$ cat src/rtl/wos_rank_select.sv
// Weighted order-statistic selector. Scans one candidate tap per clock and
// returns the smallest sample whose cumulative weight (weights of all taps
// with a sample <= it) reaches the rank threshold.
module wos_rank_select #(
  parameter int unsigned bits = 8,
  parameter int unsigned N    = 9,
  parameter int unsigned WW   = 4,
  localparam int unsigned SW  = WW + $clog2(N) + 1
) (
  input  logic            clk,
  input  logic            rst,
  input  logic            in_valid,
  output logic            in_ready,
  input  logic [bits*N-1:0] window,
  input  logic [WW*N-1:0] weights,
  input  logic [SW-1:0]   thresh,
  output logic            out_valid,
  input  logic            out_ready,
  output logic [bits-1:0] out_data,
  output logic            out_miss
);

  localparam int unsigned IW = $clog2(N);
  localparam logic [IW-1:0] LastIdx = IW'(N - 1);

  typedef enum logic [1:0] {StIdle, StScan, StDone} state_e;

  state_e state_q, state_d;

  logic [bits*N-1:0] win_q;
  logic [WW*N-1:0]   wgt_q;
  logic [SW-1:0]     thr_q;
  logic [IW-1:0]     idx_q;
  logic [bits-1:0]   best_q, best_d;
  logic [bits-1:0]   max_q, max_d;
  logic              found_q, found_d;
  logic [bits-1:0]   out_data_q;
  logic              out_miss_q;

  logic [bits-1:0]   cand;
  logic [SW-1:0]     wsum;
  logic              take;
  logic              last;

  assign last     = (idx_q == LastIdx);
  assign out_data = out_data_q;
  assign out_miss = out_miss_q;

  // State register.
  always_ff @(posedge clk or negedge rst) begin
    if (!rst) begin
      state_q <= StIdle;
    end else begin
      state_q <= state_d;
    end
  end

  // Next-state and handshake outputs.
  always_comb begin
    state_d   = state_q;
    in_ready  = 1'b0;
    out_valid = 1'b0;
    unique case (state_q)
      StIdle: begin
        in_ready = 1'b1;
        if (in_valid) state_d = StScan;
      end
      StScan: begin
        if (last) state_d = StDone;
      end
      StDone: begin
        out_valid = 1'b1;
        if (out_ready) state_d = StIdle;
      end
      default: state_d = StIdle;
    endcase
  end

  // Candidate evaluation: cumulative weight of the current tap and best/max update.
  always_comb begin
    cand = '0;
    for (int j = 0; j < N; j++) begin
      if (idx_q == IW'(j)) cand = win_q[bits*j +: bits];
    end
    wsum = '0;
    for (int j = 0; j < N; j++) begin
      if (win_q[bits*j +: bits] <= cand) wsum = wsum + SW'(wgt_q[WW*j +: WW]);
    end
    take    = (wsum >= thr_q) && (!found_q || (cand < best_q));
    best_d  = take ? cand : best_q;
    found_d = found_q | take;
    max_d   = (cand > max_q) ? cand : max_q;
  end

  // Datapath registers: capture on accept, step during scan, load result on last tap.
  always_ff @(posedge clk or negedge rst) begin
    if (!rst) begin
      win_q      <= '0;
      wgt_q      <= '0;
      thr_q      <= '0;
      idx_q      <= '0;
      best_q     <= '0;
      max_q      <= '0;
      found_q    <= 1'b0;
      out_data_q <= '0;
      out_miss_q <= 1'b0;
    end else begin
      unique case (state_q)
        StIdle: begin
          if (in_valid) begin
            win_q   <= window;
            wgt_q   <= weights;
            thr_q   <= thresh;
            idx_q   <= '0;
            best_q  <= '0;
            max_q   <= '0;
            found_q <= 1'b0;
          end
        end
        StScan: begin
          idx_q   <= idx_q + 1'b1;
          best_q  <= best_d;
          found_q <= found_d;
          max_q   <= max_d;
          if (last) begin
            // No qualifying tap means T exceeds the total weight: report the maximum.
            out_data_q <= found_d ? best_d : max_d;
            out_miss_q <= ~found_d;
          end
        end
        default: ;
      endcase
    end
  end

endmodule

$ cat config.mk
export PLATFORM = sky130hd
export DESIGN_NAME = wos_rank_select
export DESIGN_NICKNAME = d
export VERILOG_FILES = /design/src/rtl/wos_rank_select.sv
export SDC_FILE = /design/constraint.sdc
export NUM_CORES = 1
export LEC_CHECK = 0
export BUFFER_PORTS_ARGS = -buffer_cell sky130_fd_sc_hd__buf_2
export CELL_PAD_IN_SITES_DETAIL_PLACEMENT = 2
export CELL_PAD_IN_SITES_GLOBAL_PLACEMENT = 2
export CORE_ASPECT_RATIO = 0.5
export CORE_MARGIN = 3
export CORE_UTILIZATION = 33
export CTS_BUF_LIST = sky130_fd_sc_hd__clkbuf_4
export DETAILED_ROUTE_END_ITERATION = 6
export PLACE_DENSITY_LB_ADDON = 0.1
export SLEW_MARGIN = 20
export SYNTH_ARGS = -nofsm -noshare
export SYNTH_HDL_FRONTEND = slang
export SYNTH_SLANG_ARGS = --single-unit
$ cat constraint.sdc
create_clock -name clk -period 11.66 [get_ports clk]
set_clock_uncertainty 0.1 [all_clocks]
set_input_delay 1.749 -clock clk [delete_from_list [all_inputs] [get_ports clk]]
set_output_delay 1.749 -clock clk [all_outputs]
set_load 0.1 [all_outputs]
==> results by stage, run 1 <==
Detailed routing:
- The total wirelength of the detailed-routed design is 44670 um.
- The pre-antenna-repair detailed-routing pass consisted of 5 iterations.
- The starting DRC count in detailed routing is 549.
- The number of remaining DRC errors is 0.
- After detailed routing, the number of vias per cell comes to 5.380.
- Dividing the detail-routed wire length by the instance count gives 22.62 um.
- The count of nets left with antenna violations once routing finished came out at 0.
- The detailed router placed 10626 vias in this run.

Synthesis:
- In the synthesized netlist the async set-or-reset flop fraction comes to 1.000.
- In this run, synthesis inferred 0 flip-flops with an integrated enable.
- For this run, the number of Yosys warnings is 0.
- The distinct cell type count after synthesis is 69.
- The share of the Yosys chip area taken by registers is 0.3518.
- The count of mapped cells out of synthesis is 1269.
- Synthesis inferred 149 register bits.
- The synthesized netlist occupies a cell area of 10600 um2.
- The most used flip-flop cell after synthesis is sky130_fd_sc_hd__dfrtp_1.
- Each instance of the synthesized netlist takes up on average 8.352 um2.
- The synthesized net count is 1530.

Layout:
- After the last flow step, the layout net total stands at 1798.
- Of the cells placed in the final design, the portion with a size suffix greater than 1 is 0.3008.
- The post-synthesis to final-layout area growth is 31.50%.

Setup path:
- The data required time at the worst endpoint is 12.11 ns.
- The highest net fanout along the worst path is 7.
- The worst register-to-register path begins at idx_q[0].
- The kind of critical path is flop to flop.
- The critical path capture point type is a flop.
- The worst setup path is launched from a flop.
- The number of cells on the worst reg-to-reg path is 63.
- The worst-case register-to-register setup slack is -0.69 ns.
- The endpoint of the lowest-slack register-to-register path is out_data[4].
- For the worst setup path, the data arrival time is 12.80 ns.
- The slowest stage of the critical path is the sky130_fd_sc_hd__fa_1 cell.
- On the worst path, the slowest cell contributes a delay of 0.57 ns.

STA:
- Once routing completed, OpenROAD measured the worst setup slack at -0.6895 ns.
- For the pin with the worst max-slew slack, the measured transition is 1.027 ns.
- Setup repair after global routing could not meet its margin everywhere.
- Dividing the final minimum period by the clock period gives 1.059.
- The final count of hold timing violations is 0.
- The fmax is 0.08097 GHz.
- The final count of pins violating max slew came to 0.
- Subtracting the final worst setup slack from the clock period gives 12.35 ns.
- Summed over all failing endpoints, the final setup total negative slack is -10.50 ns.
- The total setup violations reported at the end of the flow is 18.
- In this run the tightest slew margin relative to its limit is 0.3155.

Floorplan:
- From bottom edge to top edge, the die measures 132.7 um.
- The row count is 45.
- The area of the core is 30970 um2.
- Measured along the x axis, the die boundary spans 259.4 um.
- The initial cell density of the core is 0.3423.
- 132 I/O pins were placed.
- The area of the die is 34430 um2.

Hold path:
- The destination of the worst hold path is out_miss.
- In this run the worst hold path is classified as flop to flop.
- Along the worst hold path, the cell count comes to 2.
- The worst hold path begins at out_miss.

Clock tree:
- The root buffer cell chosen for the clock tree is sky130_fd_sc_hd__clkbuf_4.
- The CTS tree is done.
- In this run the number of H-tree levels came out at 4.
- The count of clock tree sinks is 149.
- The clock edge transition at the registers on the reported setup and hold paths is 0.14 ns.
- The source-to-sink clock delay at the later pin of the worst-skew pair is 0.68 ns.
- The longest clock path from root to sink contains 2 buffers.
- In this run, CTS created clock tree buffers numbering 17.

Run status:
- The flow ran to the end, but the final reports show violations.
- The checks that failed: negative setup slack.

Global route:
- The first-pass GRT wire length is 67560 um.
- The via count of the first global-routing pass is 11852.
- The initial antenna violation count was 2.
- The largest net degree at the start of global routing is 95.
- Global routing finished with a remaining overflow of 0.
- The global-route usage over all layers is 0.2557.

Placed design:
- Once detailed placement completed, the half-perimeter wirelength came to 30750 um.
- The number of I/O port buffers is 131.
- The routability-driven placement congestion ratio is 0.8578.

Run:
- Across the run, the number of max-cap violations was 0.
## through the flow
| step | hold WS, ns | std cells | utilization | instance area (um2) | setup WS, ns |
|---|---|---|---|---|---|
| floorplan | 0.3380 | 1269 | - | 10680 | 0.003178 |
| global placement | 0.3583 | 1906 | 0.4094 | 12680 | -0.4603 |
| detailed placement | 0.3668 | 1906 | 0.4094 | 12680 | -1.138 |
| CTS | 0.3991 | 1961 | 0.4374 | 13550 | -0.1143 |
| global route | 0.4358 | 1973 | 0.4499 | 13930 | -1.193 |
| finish | 0.3863 | 1975 | 0.4501 | 13940 | -0.6895 |
## layer usage
metal  track usage  up-vias  share of wire
li1              -     4891              -
met1        0.3143     5457           0.43
met2        0.4441      200           0.51
met3       0.05259       78          0.039
met4       0.09229        0          0.025
met5             0        -              0
## Yosys cell counts, types with 2 or more instances
master	count	share of area
sky130_fd_sc_hd__o22ai_1	2	0.0012
sky130_fd_sc_hd__inv_1	78	0.028
sky130_fd_sc_hd__a21o_1	32	0.023
sky130_fd_sc_hd__a21oi_1	45	0.021
sky130_fd_sc_hd__o21bai_1	5	0.0035
sky130_fd_sc_hd__fa_1	8	0.015
sky130_fd_sc_hd__o2111ai_1	2	0.0017
sky130_fd_sc_hd__a211oi_2	2	0.0024
sky130_fd_sc_hd__xor2_1	6	0.0050
sky130_fd_sc_hd__or2_2	3	0.0018
sky130_fd_sc_hd__xnor2_1	17	0.014
sky130_fd_sc_hd__nor2b_1	26	0.015
sky130_fd_sc_hd__o21a_1	14	0.0099
sky130_fd_sc_hd__nand4_1	12	0.0071
sky130_fd_sc_hd__mux2_2	13	0.014
sky130_fd_sc_hd__nor3_1	19	0.0090
sky130_fd_sc_hd__clkbuf_1	48	0.017
sky130_fd_sc_hd__a22oi_1	3	0.0021
sky130_fd_sc_hd__o31ai_1	11	0.0078
sky130_fd_sc_hd__buf_2	2	0.00094
sky130_fd_sc_hd__a211oi_1	13	0.0092
sky130_fd_sc_hd__nand3_1	31	0.015
sky130_fd_sc_hd__a221oi_1	15	0.012
sky130_fd_sc_hd__o21ai_0	79	0.037
sky130_fd_sc_hd__a31oi_1	2	0.0012
sky130_fd_sc_hd__o21ai_1	3	0.0014
sky130_fd_sc_hd__dfrtp_1	149	0.35
sky130_fd_sc_hd__a211o_1	3	0.0025
sky130_fd_sc_hd__nand2b_1	6	0.0035
sky130_fd_sc_hd__a221o_1	8	0.0076
sky130_fd_sc_hd__and3_1	6	0.0035
sky130_fd_sc_hd__and2_1	8	0.0047
sky130_fd_sc_hd__mux2i_1	10	0.0094
sky130_fd_sc_hd__o211ai_1	7	0.0050
sky130_fd_sc_hd__ha_1	132	0.16
sky130_fd_sc_hd__nand2_1	356	0.13
sky130_fd_sc_hd__nor2_1	61	0.022
## kinds of logic after synthesis
kind of cell,share of synthesized area
xor gates and xnor gates,0.02727
and+or+nand+nor,0.2149
muxes,0.02326
DFF,0.3518
buffers and inverters,0.04557
AOI/OAI and AO/OA,0.1663
adders and majority gates,0.1709
## worst max-delay path: cells and delay by family, from the launching register on
kind | cells | cell delay, ns
xor gates and xnor gates | 3 | 0.46
DFF | 1 | 0.47
AOI/OAI and AO/OA | 21 | 3.59
adders and majority gates | 12 | 3.72
muxes | 4 | 0.89
and+or+nand+nor | 10 | 1.42
buffers and inverters | 13 | 1.61
## flip-flops by register name (all words and copies together), names as in the netlist
signal / cells
win_q: 72
wgt_q: 36
thr_q: 9
best_q: 8
max_q: 8
out_data: 8
idx_q: 4
state_q: 2
found_q: 1
out_miss: 1
## placed cells by master, fill, tap and decap left out, types with 6 or more instances in the layout
master	synthesis	final
sky130_fd_sc_hd__a211oi_1	13	11
sky130_fd_sc_hd__a21o_1	32	32
sky130_fd_sc_hd__a21oi_1	45	28
sky130_fd_sc_hd__a21oi_2	0	11
sky130_fd_sc_hd__a21oi_4	0	6
sky130_fd_sc_hd__a221o_1	8	8
sky130_fd_sc_hd__a221oi_1	15	7
sky130_fd_sc_hd__buf_2	2	130
sky130_fd_sc_hd__buf_4	0	159
sky130_fd_sc_hd__buf_6	0	8
sky130_fd_sc_hd__clkbuf_4	0	19
sky130_fd_sc_hd__dfrtp_1	149	148
sky130_fd_sc_hd__fa_1	8	6
sky130_fd_sc_hd__ha_1	132	114
sky130_fd_sc_hd__ha_4	0	16
sky130_fd_sc_hd__inv_1	78	69
sky130_fd_sc_hd__inv_2	0	8
sky130_fd_sc_hd__mux2_2	13	11
sky130_fd_sc_hd__nand2_1	356	353
sky130_fd_sc_hd__nand2b_1	6	6
sky130_fd_sc_hd__nand3_1	31	30
sky130_fd_sc_hd__nand4_1	12	12
sky130_fd_sc_hd__nor2_1	61	50
sky130_fd_sc_hd__nor2_4	0	9
sky130_fd_sc_hd__nor2b_1	26	18
sky130_fd_sc_hd__nor3_1	19	16
sky130_fd_sc_hd__o211ai_1	7	7
sky130_fd_sc_hd__o21a_1	14	14
sky130_fd_sc_hd__o21ai_0	79	63
sky130_fd_sc_hd__o21ai_1	3	13
sky130_fd_sc_hd__o31ai_1	11	7
sky130_fd_sc_hd__xnor2_1	17	14
sky130_fd_sc_hd__xor2_1	6	6
## how the worst max path moves through the flow
stage | slack, ns | depth (start not counted) | startpoint | to
6_report | -0.69 | 63 | idx_q[0] | out_data[4]
5_1_grt | -1.19 | 65 | idx_q[0] | out_data[4]
4_1_cts | -0.11 | 57 | idx_q[0] | out_data[4]
3_5_place_dp | -1.14 | 61 | idx_q[0] | out_data[4]
3_3_place_gp | -0.46 | 56 | idx_q[0] | out_data[4]
2_1_floorplan | 0.003 | 57 | idx_q[0] | out_data[7]
## what timing repair did
action,in CTS,in global routing
hold buffers,0,0
buffers inserted,24,13
pin swaps,58,37
hold endpoints to repair,0,0
gates cloned,1,0
resized for setup,94,59
endpoints found under the setup margin,18,18
## final cells by class
class                   instances  area, um2
diodes                          3      7.507
clock buffers                  19      142.6
clock inverters                12      137.6
fillers                      3453      17030
inverters                      78      295.3
multi-input cells             993       7141
flip-flops and latches        149       3730
well taps                     423      529.3
repair buffers                298       1954
Power of run 1 is not shown: default switching activity piles up to over one toggle a cycle in this logic, so the estimate is an artifact.
==> inputs of run 2 (changes only) <==
CORE_MARGIN = unset   (was 3)
CORE_UTILIZATION = 39   (was 33)
clock period = 15.74 ns   (was 11.66 ns; I/O delays follow)
==> results by stage, run 2 (same netlist as run 1, synthesis figures left out) <==
Global route:
- The global-route track usage on met1 is 0.3262.
- The highest-utilization routing layer at the global route stage is met2.
- The first-pass GRT wire length is 58110 um.
- The via count of the first global-routing pass is 10976.
- The initial antenna violation count was 2.
- The total overflow left after global routing is 0.
- For this run, the total global-route usage over all layers was measured as 0.2695.
- For met2 alone, demand over resource in global routing was 0.4870.
- The met3 routing resource usage after global routing is 0.05186.
- Entering global routing, the biggest net connects 106 pins.

Detailed routing:
- After detailed routing, the average wire length per cell comes to 20.53 um.
- The total wirelength of the detailed-routed design is 35910 um.
- The number of remaining DRC errors is 0.
- For this block, the initial DRC count from the detailed router was 519.
- The remaining number of nets flagged by the antenna check after routing is 0.
- After detailed routing, the number of vias per cell comes to 5.551.
- The first detailed-routing pass took 5 iterations.
- The vias after detailed routing is 9708.

Setup path:
- The slowest stage of the critical path is the sky130_fd_sc_hd__and3_2 cell.
- The critical path in this run is classified as flop to flop.
- Data arrives at the worst endpoint at 15.26 ns.
- In this run the worst path has a maximum fanout of 16.
- In this design, the critical path's most frequently occurring cell is sky130_fd_sc_hd__fa_1.
- The worst setup path is launched from a flop.
- The data required time at the worst endpoint is 16.20 ns.
- The critical path capture point type is a flop.
- On the worst path, the slowest cell contributes a delay of 0.52 ns.

STA:
- Setup violations remaining at the end of the flow were counted as 0.
- The fmax is 0.06758 GHz.
- The shortest period the worst path allows is 14.80 ns.
- The accumulated negative setup slack is 0 ns.
- Setup repair after global routing left no endpoint under its margin.
- The pin slew with the least headroom to its limit is 0.8842 ns.
- The final count of hold timing violations is 0.
- The post-route fraction of the period consumed by the critical path is 0.9402.
- The max-slew headroom at the worst pin is 0.4105.
- The final count of pins violating max slew came to 0.

Clock tree:
- The number of H-tree levels is 4.
- No sink is reached through more buffers than the 2 on the longest clock path.
- The count of hold-fix buffers inserted at cts is 0.
- The source-to-sink clock delay at the later pin of the worst-skew pair is 0.65 ns.
- The root buffer selected by CTS is sky130_fd_sc_hd__clkbuf_4.
- The count of clock tree sinks is 149.
- Clock-pin slew was measured on the worst setup and hold paths at 0.15 ns.
- The number of buffers added by the clock tree synthesis step is 17.
- TritonCTS built the clock tree.

Placed design:
- The number of I/O port buffers is 131.
- Routability-driven placement finished with a final weighted congestion of 0.8979.
- The post-placement cell count is 1714.
- Detailed placement finished with a half-perimeter wire length of 27690 um.

Floorplan:
- The area of the core is 26590 um2.
- The horizontal die dimension is 235.1 um.
- The die span in y is 118.6 um.
- The row count is 42.
- The area of the die is 27880 um2.
- The count of pins on the block boundary is 132.
- The initial utilization of the core area, before any placement, comes to 0.3986.

Layout:
- The register with the most flip-flops in the layout has 72 of them.
- The layout has 3102 filler cells.
- The number of non-filler instances in the completed layout is 1749.
- The most common cell after layout, fill and taps aside is sky130_fd_sc_hd__nand2_1.
- In the final layout, the share of cells above drive strength 1 is 0.1506.
- The register with the highest flop count is win_q.
- After the last flow step, the layout net total stands at 1642.
- In the layout the commonest cells are sky130_fd_sc_hd__nand2_1, sky130_fd_sc_hd__dfrtp_1, sky130_fd_sc_hd__ha_1.
- From synthesis to final layout, the design area changed by 12.50%.
- The largest registers in the layout are win_q (72), wgt_q (36), thr_q (9).

Run:
- Across the run, the number of max-cap violations was 0.

Run status:
- The run finished with clean final reports.

Hold path:
- In this run the worst hold path is classified as flop to flop.
==> run 2: cell count changes in the layout (fill, tap and decap cells not counted), sizes merged <==
cell / change
buf: -155
inv: +4
and3: -1
bufinv: -1
clkbuf: -1
clkinv: -1
==> run 2: critical path: cells and delay by family, from the launching register on <==
family | cells | cell delay (ns)
adder cells (fa/ha/maj) | 12 | 4.92
AO/OA/AOI/OAI | 19 | 4.90
multiplexers | 6 | 1.77
AND/OR/NAND/NOR | 7 | 1.42
buffers and inverters | 5 | 0.84
flip-flops | 1 | 0.44
XOR/XNOR | 2 | 0.26
==> run 2: final timing paths <==
path / from / end / slack (ns) / depth (start not counted)
max in group asynchronous: rst / thr_q[6] / 12.51 / 2
min: wgt_q[20] / wgt_q[20] / 0.41 / 2
max: idx_q[1] / out_data[4] / 0.94 / 51
min reg2reg: wgt_q[20] / wgt_q[20] / 0.41 / 2
max reg2reg: idx_q[1] / out_data[4] / 0.94 / 51
min in group asynchronous: rst / win_q[58] / 1.63 / 1
==> run 2: through the flow <==
step / utilization / hold WS [ns] / cell area (um2) / setup WS [ns]
2_1_floorplan: - / 0.3374 / 10600 / 3.528
3_3_place_gp: 0.4367 / 0.3709 / 11610 / 1.663
3_5_place_dp: 0.4367 / 0.3777 / 11610 / 0.7385
4_1_cts: 0.4474 / 0.4124 / 11900 / 0.6441
5_1_grt: 0.4483 / 0.4380 / 11920 / 0.07795
6_report: 0.4484 / 0.4052 / 11920 / 0.9419
==> run 2: cell type report <==
class,instances,area (um2),share of cell area
antenna,3,7.507,0.0006296
clock buffer,18,135.1,0.01133
clock inverter,14,150.1,0.01259
inverter,78,292.8,0.02455
multi-input combinational,992,6414,0.5379
sequential,149,3729,0.3127
tap,352,440.4,0.03694
timing repair buffer,143,755.7,0.06338
==> run 2: timing repair <==
item	in CTS	in global routing
setup endpoints to repair	0	16
setup buffers	0	0
gates resized for setup	0	2
==> run 2: layer usage <==
metal | routed length [um] | vias up
met5 | 0 | -
met4 | 697 | 0
met3 | 1163 | 57
met2 | 18090 | 144
met1 | 15960 | 4923
li1 | - | 4584
Power of run 2 is left out for the same reason.
==> inputs of run 3 (changes only) <==
CORE_UTILIZATION = 38   (was 39)
CTS_BUF_LIST = unset   (was sky130_fd_sc_hd__clkbuf_4)
==> results by stage, run 3 (same netlist as run 1, synthesis figures left out) <==
Detailed routing:
- The final route contains 9668 vias.
- The detailed-route wire length per cell is 21.00 um.
- The total routed wire length on the met1 layer is 16180 um.
- For this block, the routed nets add up to 37070 um of wire.
- The number of vias per cell is 5.478.
- The highest metal layer with signal wires is met4.
- For this block, the initial DRC count from the detailed router was 456.
- The detail route stage leaves a number of antenna-violating nets equal to 0.
- Detailed routing placed a total of 1039 um of wire on met3.
- The routed design uses 19140 um of met2 wire.
- The number of remaining DRC errors is 0.
- The detailed-routing iteration count for the pre-antenna-repair pass is 4.

Layout:
- The number of antenna diodes is 0.
- In the final layout, the multi-input gates occupy 6405 um2.
- The number of fill cells is 3051.
- In the layout the commonest cells are sky130_fd_sc_hd__nand2_1, sky130_fd_sc_hd__dfrtp_1, sky130_fd_sc_hd__ha_1.
- After routing the design area is 12220 um2.
- The most common cell after layout, fill and taps aside is sky130_fd_sc_hd__nand2_1.
- The area of all sequential standard cells is 3729 um2.
- The register with the highest flop count is win_q.
- In the final layout, the share of cells above drive strength 1 is 0.1495.
- Relative to the synthesized area, the layout overhead comes to 15.26%.
- The largest registers in the layout are win_q (72), wgt_q (36), thr_q (9).
- For this run, the post-layout net count is 1639.
- The register with the most flip-flops in the layout has 72 of them.

Setup path:
- STA classifies the critical path startpoint as a flop.
- By instance count, the cell type seen most on the critical path is sky130_fd_sc_hd__fa_1.
- The endpoint of the lowest-slack register-to-register path is out_data[1].
- Among all stages on the critical path, the largest delay is contributed by sky130_fd_sc_hd__o41ai_2.
- The kind of critical path is flop to flop.
- Counting cells, the worst reg-to-reg path comes to 50.
- The start of the worst register-to-register path is idx_q[1].
- Across all register-to-register paths, the minimum setup slack is 0.93 ns.
- The largest single stage delay on the critical path is 0.64 ns.
- The critical path capture point type is a flop.
- The highest net fanout along the worst path is 16.
- For the worst setup path, the data arrival time is 15.05 ns.
- The data required time at the worst endpoint is 15.98 ns.

Clock tree:
- For this design, the CTS-stage hold fixing added 0 buffers.
- After clock tree synthesis, the clock-pin slew on the worst setup and hold paths is 0.07 ns.
- The number of buffers added by the clock tree synthesis step is 17.
- TritonCTS built the clock tree.
- The clock tree synthesis step divided the H-tree into 4 levels.
- The tree is rooted in a sky130_fd_sc_hd__clkbuf_16.
- Counting along the longest clock path gives a buffer depth of 2.
- Clock tree synthesis found a total of 149 sinks.
- Clock latency on the worst-skew pair, taken at its later pin, is 0.46 ns.

STA:
- Setup repair after global routing left no endpoint under its margin.
- For the pin with the worst max-slew slack, the measured transition is 0.9599 ns.
- The fmax is 0.06751 GHz.
- The shortest period the worst path allows is 14.81 ns.
- The final count of pins violating max slew is 0.
- Setup violations remaining at the end of the flow were counted as 0.
- The max-slew headroom at the worst pin is 0.3572.
- The final count of hold timing violations is 0.
- The accumulated negative setup slack is 0 ns.
- Dividing the final minimum period by the clock period gives 0.9411.

Floorplan:
- The die covers 28600 um2.
- The area of the core is 26910 um2.
- For this design the top-level I/O count stands at 132.
- The row count is 42.
- The initial utilization of the core area, before any placement, comes to 0.3939.
- The die is 120.1 um tall.
- The die is 238.2 um wide.

Hold path:
- Counting instances, the worst hold path has a depth of 2.
- The destination of the worst hold path is out_miss.
- The worst hold path belongs to the class flop to flop.
- The worst hold path startpoint is out_miss.

Placed design:
- Port buffering added 131 buffers.
- At the end of routability-driven placement, the weighted congestion stood at 0.8770.
- In this run the cell area measured after placement is 11620 um2.
- The HPWL after detailed placement is 28140 um.

Run status:
- The run finished with clean final reports.

Global route:
- The first global-routing pass estimated 59470 um of wire.
- The total grt overflow is 0.
- The global-route usage over all layers is 0.2711.
- Entering global routing, the biggest net connects 106 pins.
- The via count of the first global-routing pass came to 11065.
- The initial antenna violation count came to 0.

Run:
- The tool flagged a number of max-cap violations equal to 0.
run 3: metrics by stage:
| stage | hold WS [ns] | util | worst slack, ns | std cells |
|---|---|---|---|---|
| after floorplan | 0.3374 | - | 3.528 | 1269 |
| after global routing | 0.4166 | 0.4541 | 0.1076 | 1765 |
| after global placement | 0.3632 | 0.4318 | 1.570 | 1733 |
| after detailed placement | 0.3727 | 0.4318 | 0.8575 | 1733 |
| after CTS | 0.3893 | 0.4537 | 0.6303 | 1765 |
| final | 0.3833 | 0.4541 | 0.9275 | 1765 |
run 3: critical path, delay by kind of cell (launching register included):
family	cells	cell delay [ns]
buffers and inverters	5	0.94
DFF	1	0.43
muxes	6	1.74
adders and majority gates	12	4.93
xor gates and xnor gates	2	0.28
and+or+nand+nor	6	1.29
AOI/OAI and AO/OA	19	4.98
run 3: worst max-delay path by stage:
stage	start	endpoint	slack (ns)	cells after the start
global placement	idx_q[0]	out_data[5]	1.57	49
detailed placement	idx_q[1]	out_data[6]	0.86	50
global route	idx_q[1]	out_data[3]	0.11	50
finish	idx_q[1]	out_data[1]	0.93	50
CTS	idx_q[1]	out_data[1]	0.63	50
floorplan	idx_q[0]	out_data[1]	3.53	54
run 3: per-layer routing:
metal | up-vias | global-route usage
met5 | - | 0
met4 | 0 | 0.07532
li1 | 4569 | -
met3 | 52 | 0.03681
met1 | 4914 | 0.3320
met2 | 133 | 0.4973
run 3: final cells by class:
cell class	instances	share of cell area
clock buffers	18	0.03595
clock inverters	14	0.01229
inverters	78	0.02397
multi-input cells	992	0.5243
flip-flops and latches	149	0.3052
well taps	374	0.03830
repair buffers	140	0.06002
run 3: what timing repair did:
item,4_1_cts,5_1_grt
resized for setup,0,2
setup buffers,0,0
setup endpoints to repair,0,16
Power of run 3 is left out for the same reason.
